===== src/rtl/fifo_wr_arb_if.sv =====
// fifo_wr_arb_if: requester handshake and FIFO write-port bundle (master = arbiter, slave = requesters/FIFO)
interface fifo_wr_arb_if #(parameter int NREQ = 4, parameter int DSIZE = 8);
  logic [NREQ-1:0] req_valid;
  logic [NREQ*DSIZE-1:0] req_data;
  logic [NREQ-1:0] req_last;
  logic [NREQ-1:0] req_ready;
  logic wfull;
  logic winc;
  logic [DSIZE-1:0] wdata;
  logic [NREQ-1:0] grant;
  logic busy;
  modport master(
    input req_valid, req_data, req_last, wfull,
    output req_ready, winc, wdata, grant, busy
  );
  modport slave(
    output req_valid, req_data, req_last, wfull,
    input req_ready, winc, wdata, grant, busy
  );
endinterface


===== src/rtl/fifo_wr_arb.sv =====
// fifo_wr_arb: packet-locked round-robin arbiter for one FIFO write port (ports wclk, wrst_n, bus; FIFO_WR_ARB_STALLCNT_EN adds stall_cnt)
module fifo_wr_arb #(
  parameter int NREQ = 4,
  parameter int DSIZE = 8
) (
  input logic wclk,
  input logic wrst_n,
  fifo_wr_arb_if.master bus
`ifdef FIFO_WR_ARB_STALLCNT_EN
  ,
  output logic [15:0] stall_cnt
`endif
);
  localparam int IW = $clog2(NREQ);
  localparam logic [0:0] IDLE = 1'b0;
  localparam logic [0:0] LOCK = 1'b1;
  logic [0:0] state_q, state_d;
  logic [IW-1:0] gidx_q, gidx_d, last_gidx_q, last_gidx_d;
  logic [IW-1:0] ptr, idx, pick;
  logic [NREQ-1:0] cand;
  logic lock, fire, eop, any_cand;
  assign lock = state_q == LOCK;
  assign fire = lock && bus.req_valid[gidx_q] && !bus.wfull;
  assign eop = fire && bus.req_last[gidx_q];
  assign any_cand = |cand;
  always_comb begin
    ptr = lock ? gidx_q : last_gidx_q;
    cand = bus.req_valid;
    if (lock) cand[gidx_q] = 1'b0;
    pick = '0;
    idx = '0;
    for (int k = NREQ; k >= 1; k--) begin
      idx = IW'((int'(ptr) + k) % NREQ);
      if (cand[idx]) pick = idx;
    end
  end
  always_comb begin
    state_d = !lock ? (any_cand ? LOCK : IDLE) : (eop && !any_cand) ? IDLE : LOCK;
    gidx_d = ((!lock || eop) && any_cand) ? pick : gidx_q;
    last_gidx_d = eop ? gidx_q : last_gidx_q;
  end
  always_ff @(posedge wclk or negedge wrst_n) begin
    if (!wrst_n) begin
      state_q <= IDLE;
      gidx_q <= '0;
      last_gidx_q <= IW'(NREQ - 1);
    end else begin
      state_q <= state_d;
      gidx_q <= gidx_d;
      last_gidx_q <= last_gidx_d;
    end
  end
  always_comb begin
    bus.winc = fire;
    bus.busy = lock;
    bus.grant = lock ? NREQ'(1) << gidx_q : '0;
    bus.req_ready = fire ? NREQ'(1) << gidx_q : '0;
    bus.wdata = lock ? bus.req_data[gidx_q*DSIZE +: DSIZE] : '0;
  end
`ifdef FIFO_WR_ARB_STALLCNT_EN
  logic [15:0] stall_q, stall_d;
  always_comb stall_d = (lock && bus.req_valid[gidx_q] && bus.wfull && stall_q != 16'hFFFF) ? stall_q + 16'd1 : stall_q;
  always_ff @(posedge wclk or negedge wrst_n) begin
    if (!wrst_n) stall_q <= '0;
    else stall_q <= stall_d;
  end
  assign stall_cnt = stall_q;
`endif
endmodule


===== src/flat_wrapper.sv =====
// flat-port wrapper written by rule: the top's interface ports become plain ports
module fifo_wr_arb_flat 
#(
  parameter int NREQ = 4,
  parameter int DSIZE = 8
)
  (wclk, wrst_n, bus_req_valid, bus_req_data, bus_req_last, bus_wfull, bus_req_ready, bus_winc, bus_wdata, bus_grant, bus_busy);
  fifo_wr_arb_if #(.NREQ(NREQ), .DSIZE(DSIZE)) bus_i ();
  input logic wclk;
  input logic wrst_n;
  input wire logic [$bits(bus_i.req_valid)-1:0] bus_req_valid;
  input wire logic [$bits(bus_i.req_data)-1:0] bus_req_data;
  input wire logic [$bits(bus_i.req_last)-1:0] bus_req_last;
  input wire logic [$bits(bus_i.wfull)-1:0] bus_wfull;
  output wire logic [$bits(bus_i.req_ready)-1:0] bus_req_ready;
  output wire logic [$bits(bus_i.winc)-1:0] bus_winc;
  output wire logic [$bits(bus_i.wdata)-1:0] bus_wdata;
  output wire logic [$bits(bus_i.grant)-1:0] bus_grant;
  output wire logic [$bits(bus_i.busy)-1:0] bus_busy;
  assign bus_i.req_valid = bus_req_valid;
  assign bus_i.req_data = bus_req_data;
  assign bus_i.req_last = bus_req_last;
  assign bus_i.wfull = bus_wfull;
  assign bus_req_ready = bus_i.req_ready;
  assign bus_winc = bus_i.winc;
  assign bus_wdata = bus_i.wdata;
  assign bus_grant = bus_i.grant;
  assign bus_busy = bus_i.busy;
  fifo_wr_arb #(.NREQ(NREQ), .DSIZE(DSIZE)) u_core (.wclk(wclk), .wrst_n(wrst_n), .bus(bus_i));
endmodule

===== config.mk =====
export PLATFORM = sky130hd
export DESIGN_NAME = fifo_wr_arb_flat
export DESIGN_NICKNAME = d
export VERILOG_FILES = /design/src/rtl/fifo_wr_arb_if.sv /design/src/rtl/fifo_wr_arb.sv /design/src/flat_wrapper.sv
export SDC_FILE = /design/constraint.sdc
export NUM_CORES = 1
export LEC_CHECK = 0
export ABC_CLOCK_PERIOD_IN_PS = 2000
export BUFFER_PORTS_ARGS = -buffer_cell sky130_fd_sc_hd__buf_2
export CELL_PAD_IN_SITES_DETAIL_PLACEMENT = 1
export CELL_PAD_IN_SITES_GLOBAL_PLACEMENT = 1
export CORE_UTILIZATION = 29
export CTS_BUF_LIST = sky130_fd_sc_hd__clkbuf_8
export DETAILED_ROUTE_END_ITERATION = 10
export PLACE_DENSITY = 0.9
export SLEW_MARGIN = 5
export SYNTH_ARGS = -nofsm -noshare
export SYNTH_HDL_FRONTEND = slang
export SYNTH_SLANG_ARGS = --single-unit

===== constraint.sdc =====
create_clock -name wclk -period 2 [get_ports wclk]
set_input_delay 0.2 -clock wclk [delete_from_list [all_inputs] [get_ports wclk]]
set_output_delay 0.2 -clock wclk [all_outputs]
set_load 0.01 [all_outputs]

### After elaboration in Yosys (flattened, before gate mapping)

Cells that the tools add are included.

* flip-flop bits (word level): 5
* output and inout bits: 18

* shift-type cells: 2
* add/sub/neg operators: 4
* reduce and logical (&&, ||, !) cells: 11
* order comparisons: 6
* mux-type cells: 26
* bitwise gates (word level): 2

Operators with widths (number)
* $shiftx 32x6->8: 1
* $lt 2x3->1 const B: 5
* $bmux 1 s2: 6
* $mux 4: 3
* $mux 1: 10
* $mux 2: 5
* $mux 8: 1
* $logic_and 1x1->1: 6
* $add 2x1->2 const B: 2
* $add 2x2->2 const B: 2
* $and 4x4->4: 1
* $not 4->4: 1
* $reduce_or 4->1: 1
* $shl 1x2->4 const A: 1
* $logic_not 1->1: 3
* $demux 1 s2: 1
* $ge 2x1->1 const B: 1
* $logic_or 1x1->1: 1

### Depth between registers and ports, before layout

* word-level depth: 13
* mapped depth: 6

### Worst setup path after synthesis

No wires, ideal clock.

* kind: register to register
* start point: register u_core.state_q (netlist: u_core.bus.busy)
* end point: register u_core.gidx_q[0]
* stages on the path, launching flop included: 7
* period minus slack after synthesis: 1.690 ns
* setup slack: 0.310 ns
* required time: 1.896 ns
* buffers on the path: 1
* data arrival time: 1.587 ns
* cells stage by stage: dfrtp_1 > buf_2 > mux2_2 > nor2_1 > a32oi_1 > and3_1 > o41ai_2

* word-level cells in the longest chain between the ends: 8
* elaborated cells on any way between the ends: 25
* classes of those cells: add/sub (4); mux (14); reduce/logical (7)

Ends and longest elaborated chain
* start: declaration: line fifo_wr_arb.sv:17 `logic [0:0] state_q, state_d;`
* start signal: assignment: line fifo_wr_arb.sv:48 `state_q <= state_d;`
* $mux 2: line fifo_wr_arb.sv:27 `ptr = lock ? gidx_q : last_gidx_q;`
* $add 2x1->2: line fifo_wr_arb.sv:33 `idx = IW'((int'(ptr) + k) % NREQ);`
* $bmux 1 s2: line fifo_wr_arb.sv:34 `if (cand[idx]) pick = idx;`
* $mux 1 (not written as such): line fifo_wr_arb.sv:34
* $mux 2 (4 in series): line fifo_wr_arb.sv:34
* end signal: assignment: line fifo_wr_arb.sv:49 `gidx_q <= gidx_d;`
* end: declaration: line fifo_wr_arb.sv:18 `logic [IW-1:0] gidx_q, gidx_d, last_gidx_q, last_gidx_d;`

Several ways; a longest one is shown, not always the timed one. The select of a mux whose other input is x is not followed.
A chain may end at the register's enable or synchronous reset.

### Worst setup path in the final report

* start point: register u_core.gidx_q[0]
* end point: output port bus_wdata[4]

* word-level cells in the longest chain between the ends: 2

Ends and longest elaborated chain
* $shiftx 32x6->8: line fifo_wr_arb.sv:58 `bus.wdata = lock ? bus.req_data[gidx_q*DSIZE +: DSIZE] : '0;`
* $mux 8: line fifo_wr_arb.sv:58
* end: declaration: line flat_wrapper.sv:17 `output wire logic [$bits(bus_i.wdata)-1:0] bus_wdata;`

Every way passes these cells.

==> flow_results.xml <==
<?xml version="1.0" encoding="UTF-8"?>
<metrics>
  <group name="synthesis">
    <metric name="synth_enable_flop_cells" unit="">0</metric>
    <metric name="synth.distinct_cells" unit="">37</metric>
    <metric name="ys_ff_latch" unit="">5</metric>
    <metric name="most_used_flip_flop_cell_after_synthesis" unit="">sky130_fd_sc_hd__dfrtp_1</metric>
    <metric name="syn-mean-instance-area" unit="µm²">9.38</metric>
    <metric name="synthesis.nets" unit="">136</metric>
    <metric name="synth-seq-area-share" unit="">0.146</metric>
    <metric name="fraction_of_synthesis_flops_using_an_asynchronous_set_or_reset_pin" unit="">1.00</metric>
    <metric name="yosysTopAreaCellShare" unit="">0.181</metric>
    <metric name="cell_area_synth" unit="µm²">872</metric>
    <metric name="synth_top_area_cell" unit="">sky130_fd_sc_hd__mux4_2</metric>
    <metric name="synth_cells" unit="">93</metric>
    <metric name="post_synth_main_area_contributors" unit="">sky130_fd_sc_hd__mux4_2 (18%), sky130_fd_sc_hd__dfrtp_1 (8.6%), sky130_fd_sc_hd__mux2i_1 (6.9%), sky130_fd_sc_hd__and2_1 (6.5%), sky130_fd_sc_hd__dfstp_2 (6.0%)</metric>
    <metric name="yosysWarnings" unit="">0</metric>
  </group>
  <group name="timing">
    <metric name="whs" unit="ns">0.325</metric>
    <metric name="setup_tns" unit="ns">0</metric>
    <metric name="min_period_over_period" unit="">0.946</metric>
    <metric name="finalHoldViolations" unit="">0</metric>
    <metric name="worst_slew_pin_slew" unit="ns">0.367</metric>
    <metric name="slew-limit-headroom" unit="">0.755</metric>
    <metric name="period_needed" unit="ns">1.89</metric>
    <metric name="rsz0062_at_grt" unit="">no</metric>
    <metric name="final_skew" unit="ns">0.000562</metric>
    <metric name="slew_violations" unit="">0</metric>
    <metric name="clock.fmax" unit="MHz">528</metric>
    <metric name="setup_viol" unit="">0</metric>
  </group>
  <group name="critical_path">
    <metric name="buf_inv_stages_crit_path" unit="">2</metric>
    <metric name="critical_path.startpoint_type" unit="">register</metric>
    <metric name="critical_path_class" unit="">reg2out</metric>
    <metric name="cpPeakStageDelay" unit="ns">0.52</metric>
    <metric name="cp_max_fo" unit="">13</metric>
    <metric name="worst_ep_required_time" unit="ns">1.80</metric>
    <metric name="critical_path.cell_chain" unit="">buf_4 &gt; mux4_2 &gt; and2_1 &gt; buf_2</metric>
    <metric name="timing.critical_path.arrival" unit="ns">1.69</metric>
    <metric name="critical-path-slowest-cell" unit="">sky130_fd_sc_hd__mux4_2</metric>
    <metric name="critPathCaptureType" unit="">output port</metric>
    <metric name="path_delay_family" unit="">multiplexers</metric>
  </group>
  <group name="clock_network">
    <metric name="worst_setup_hold_path_clk_slew" unit="ns">0.03</metric>
    <metric name="clkSinkCount" unit="">5</metric>
    <metric name="cts.path.max_buffers" unit="">2</metric>
    <metric name="ctsHtreeMaxLevel" unit="">1</metric>
    <metric name="cts-root-buf" unit="">sky130_fd_sc_hd__clkbuf_8</metric>
    <metric name="numCtsBuffers" unit="">3</metric>
    <metric name="tritoncts" unit="">built</metric>
    <metric name="cts.repair_timing.setup_buffer_count" unit="">0</metric>
    <metric name="worst_skew_pair.late_latency" unit="ns">0.22</metric>
  </group>
  <group name="outcome">
    <metric name="status" unit="">finished, violations left</metric>
    <metric name="failed_checks" unit="">design-rule violations</metric>
  </group>
  <group name="final_layout">
    <metric name="filler_cell_count_in_the_final_layout" unit="">345</metric>
    <metric name="final_layout_size_suffix_gt1_frac" unit="">0.567</metric>
    <metric name="postLayoutCoreUtil" unit="">0.453</metric>
    <metric name="layout.cells.most_common" unit="">sky130_fd_sc_hd__buf_2</metric>
    <metric name="final-instance-count-excl-fill" unit="">188</metric>
    <metric name="layout.nets" unit="">201</metric>
    <metric name="most-common-layout-cells" unit="">sky130_fd_sc_hd__buf_2 (60), sky130_fd_sc_hd__nor2_1 (11), sky130_fd_sc_hd__and2_1 (9)</metric>
    <metric name="antenna_cells_inserted" unit="">0</metric>
    <metric name="area_growth" unit="%">45.8</metric>
  </group>
  <group name="placed_design">
    <metric name="place.detailed.instances" unit="">183</metric>
    <metric name="place.detailed.hpwl" unit="µm">2590</metric>
    <metric name="io_buffer_count" unit="">60</metric>
    <metric name="gpl.final_weighted_congestion" unit="">0.873</metric>
  </group>
  <group name="die">
    <metric name="die-area" unit="µm²">3230</metric>
    <metric name="starting_utilization_of_the_core_area" unit="">0.311</metric>
    <metric name="die_width" unit="µm">56.8</metric>
    <metric name="floorplan.die.height" unit="µm">56.8</metric>
    <metric name="core_area" unit="µm²">2810</metric>
    <metric name="num_io_pins" unit="">61</metric>
    <metric name="row_count" unit="">19</metric>
  </group>
  <group name="drt">
    <metric name="drt_iter0_markers" unit="">33</metric>
    <metric name="postRouteAntennaNets" unit="">0</metric>
    <metric name="routed_wire_length_per_instance" unit="µm">16.3</metric>
    <metric name="drt_pass1_iterations" unit="">7</metric>
    <metric name="postRouteWirelength" unit="µm">3070</metric>
    <metric name="vias" unit="">1027</metric>
    <metric name="remaining_drc_errors" unit="">20</metric>
    <metric name="routed_via_density" unit="">5.46</metric>
  </group>
  <group name="power_and_ir_drop">
    <metric name="peak_supply_drop" unit="V">0.000360</metric>
    <metric name="leakage" unit="µW">0.000629</metric>
    <metric name="pwr_density_cell" unit="nW/µm²">1270</metric>
  </group>
  <group name="global_route">
    <metric name="global_route_wire_length_before_repair" unit="µm">4840</metric>
    <metric name="grt_pass1_vias" unit="">1077</metric>
    <metric name="groute.usage.overall" unit="">0.189</metric>
    <metric name="globalRoute.totalOverflow" unit="">0</metric>
    <metric name="grt_antenna_before_repair" unit="">0</metric>
    <metric name="grt_start_max_net_pins" unit="">14</metric>
  </group>
  <group name="hold_path">
    <metric name="hp-class" unit="">in2async</metric>
  </group>
  <group name="job">
    <metric name="cap_violations" unit="">0</metric>
  </group>
</metrics>
[sequential cells by signal, indices dropped and copies added (netlist names)]
| register | cells |
|---|---|
| u_core.last_gidx_q | 2 |
| u_core.bus.busy | 1 |
| u_core.gidx_q | 2 |
[metrics by stage]
| stage | instance area (µm²) | worst slack, ns | power (µW) |
|---|---|---|---|
| after CTS | 1270 | 0.0851 | 1620 |
| after floorplan | 872 | 0.310 | 1060 |
| after detailed placement | 1210 | 0.0908 | 1440 |
| after global placement | 1210 | 0.250 | 1380 |
| final | 1270 | 0.108 | 1610 |
| after global routing | 1270 | 0.0531 | 1740 |
[metal layers]
| layer | track usage | part of all wire | up-vias |
|---|---|---|---|
| met5 | 0 | 0 | - |
| met4 | 0.0592 | 0.0075 | 0 |
| met1 | 0.196 | 0.36 | 496 |
| met2 | 0.366 | 0.53 | 45 |
| met3 | 0.0461 | 0.10 | 2 |
| li1 | - | - | 484 |
[synth_stat cells (3+ instances only)]
cell type,number
sky130_fd_sc_hd__buf_2,3
sky130_fd_sc_hd__dfrtp_1,3
sky130_fd_sc_hd__mux2i_1,6
sky130_fd_sc_hd__o21ai_0,3
sky130_fd_sc_hd__mux4_2,7
sky130_fd_sc_hd__nor2_1,11
sky130_fd_sc_hd__inv_1,4
sky130_fd_sc_hd__and2_1,9
sky130_fd_sc_hd__nand2b_1,3
sky130_fd_sc_hd__nand2_1,6
sky130_fd_sc_hd__mux2_2,3
[cell type report]
cell class	count	area [µm²]	area share
multi-input cells	77	688	0.541
repair buffers	67	355	0.280
flip-flops and latches	5	129	0.101
clock buffers	3	41.3	0.0325
well taps	31	38.8	0.0305
inverters	4	15.0	0.0118
clock inverters	1	3.75	0.00295
[cell families after synthesis]
logic type	Yosys count	synth area share
compound gates	21	0.199
buf+inv	11	0.0646
flops	5	0.146
mux	20	0.374
simple gates	36	0.215
[path summary, 6_finish.rpt]
| check | slack (ns) | cells past startpoint | from | end |
|---|---|---|---|---|
| max | 0.11 | 4 | u_core.gidx_q[0] | bus_wdata[4] |
| min | 0.33 | 2 | wrst_n | u_core.gidx_q[0] |
| max reg2reg | 0.19 | 6 | u_core.gidx_q[0] | u_core.gidx_q[1] |
| min reg2reg | 0.53 | 2 | u_core.last_gidx_q[1] | u_core.last_gidx_q[1] |
| max in group asynchronous | 1.46 | 2 | wrst_n | u_core.last_gidx_q[0] |
| min in group wclk | 0.40 | 3 | bus_req_valid[1] | u_core.gidx_q[0] |
[where the power goes]
group	switching, µW	internal, µW	leakage [µW]
Combinational	597	602	0.000548
Sequential	77.6	157	0.0000539
Clock	45.7	131	0.0000269
[timing repair]
action / 4_1_cts / 5_1_grt
resized for setup: 0 / 1
hold buffers: 1 / 0
endpoints found under the hold margin: 5 / 0
setup endpoints to repair: 0 / 1
Power figures use the tool's default switching activity.
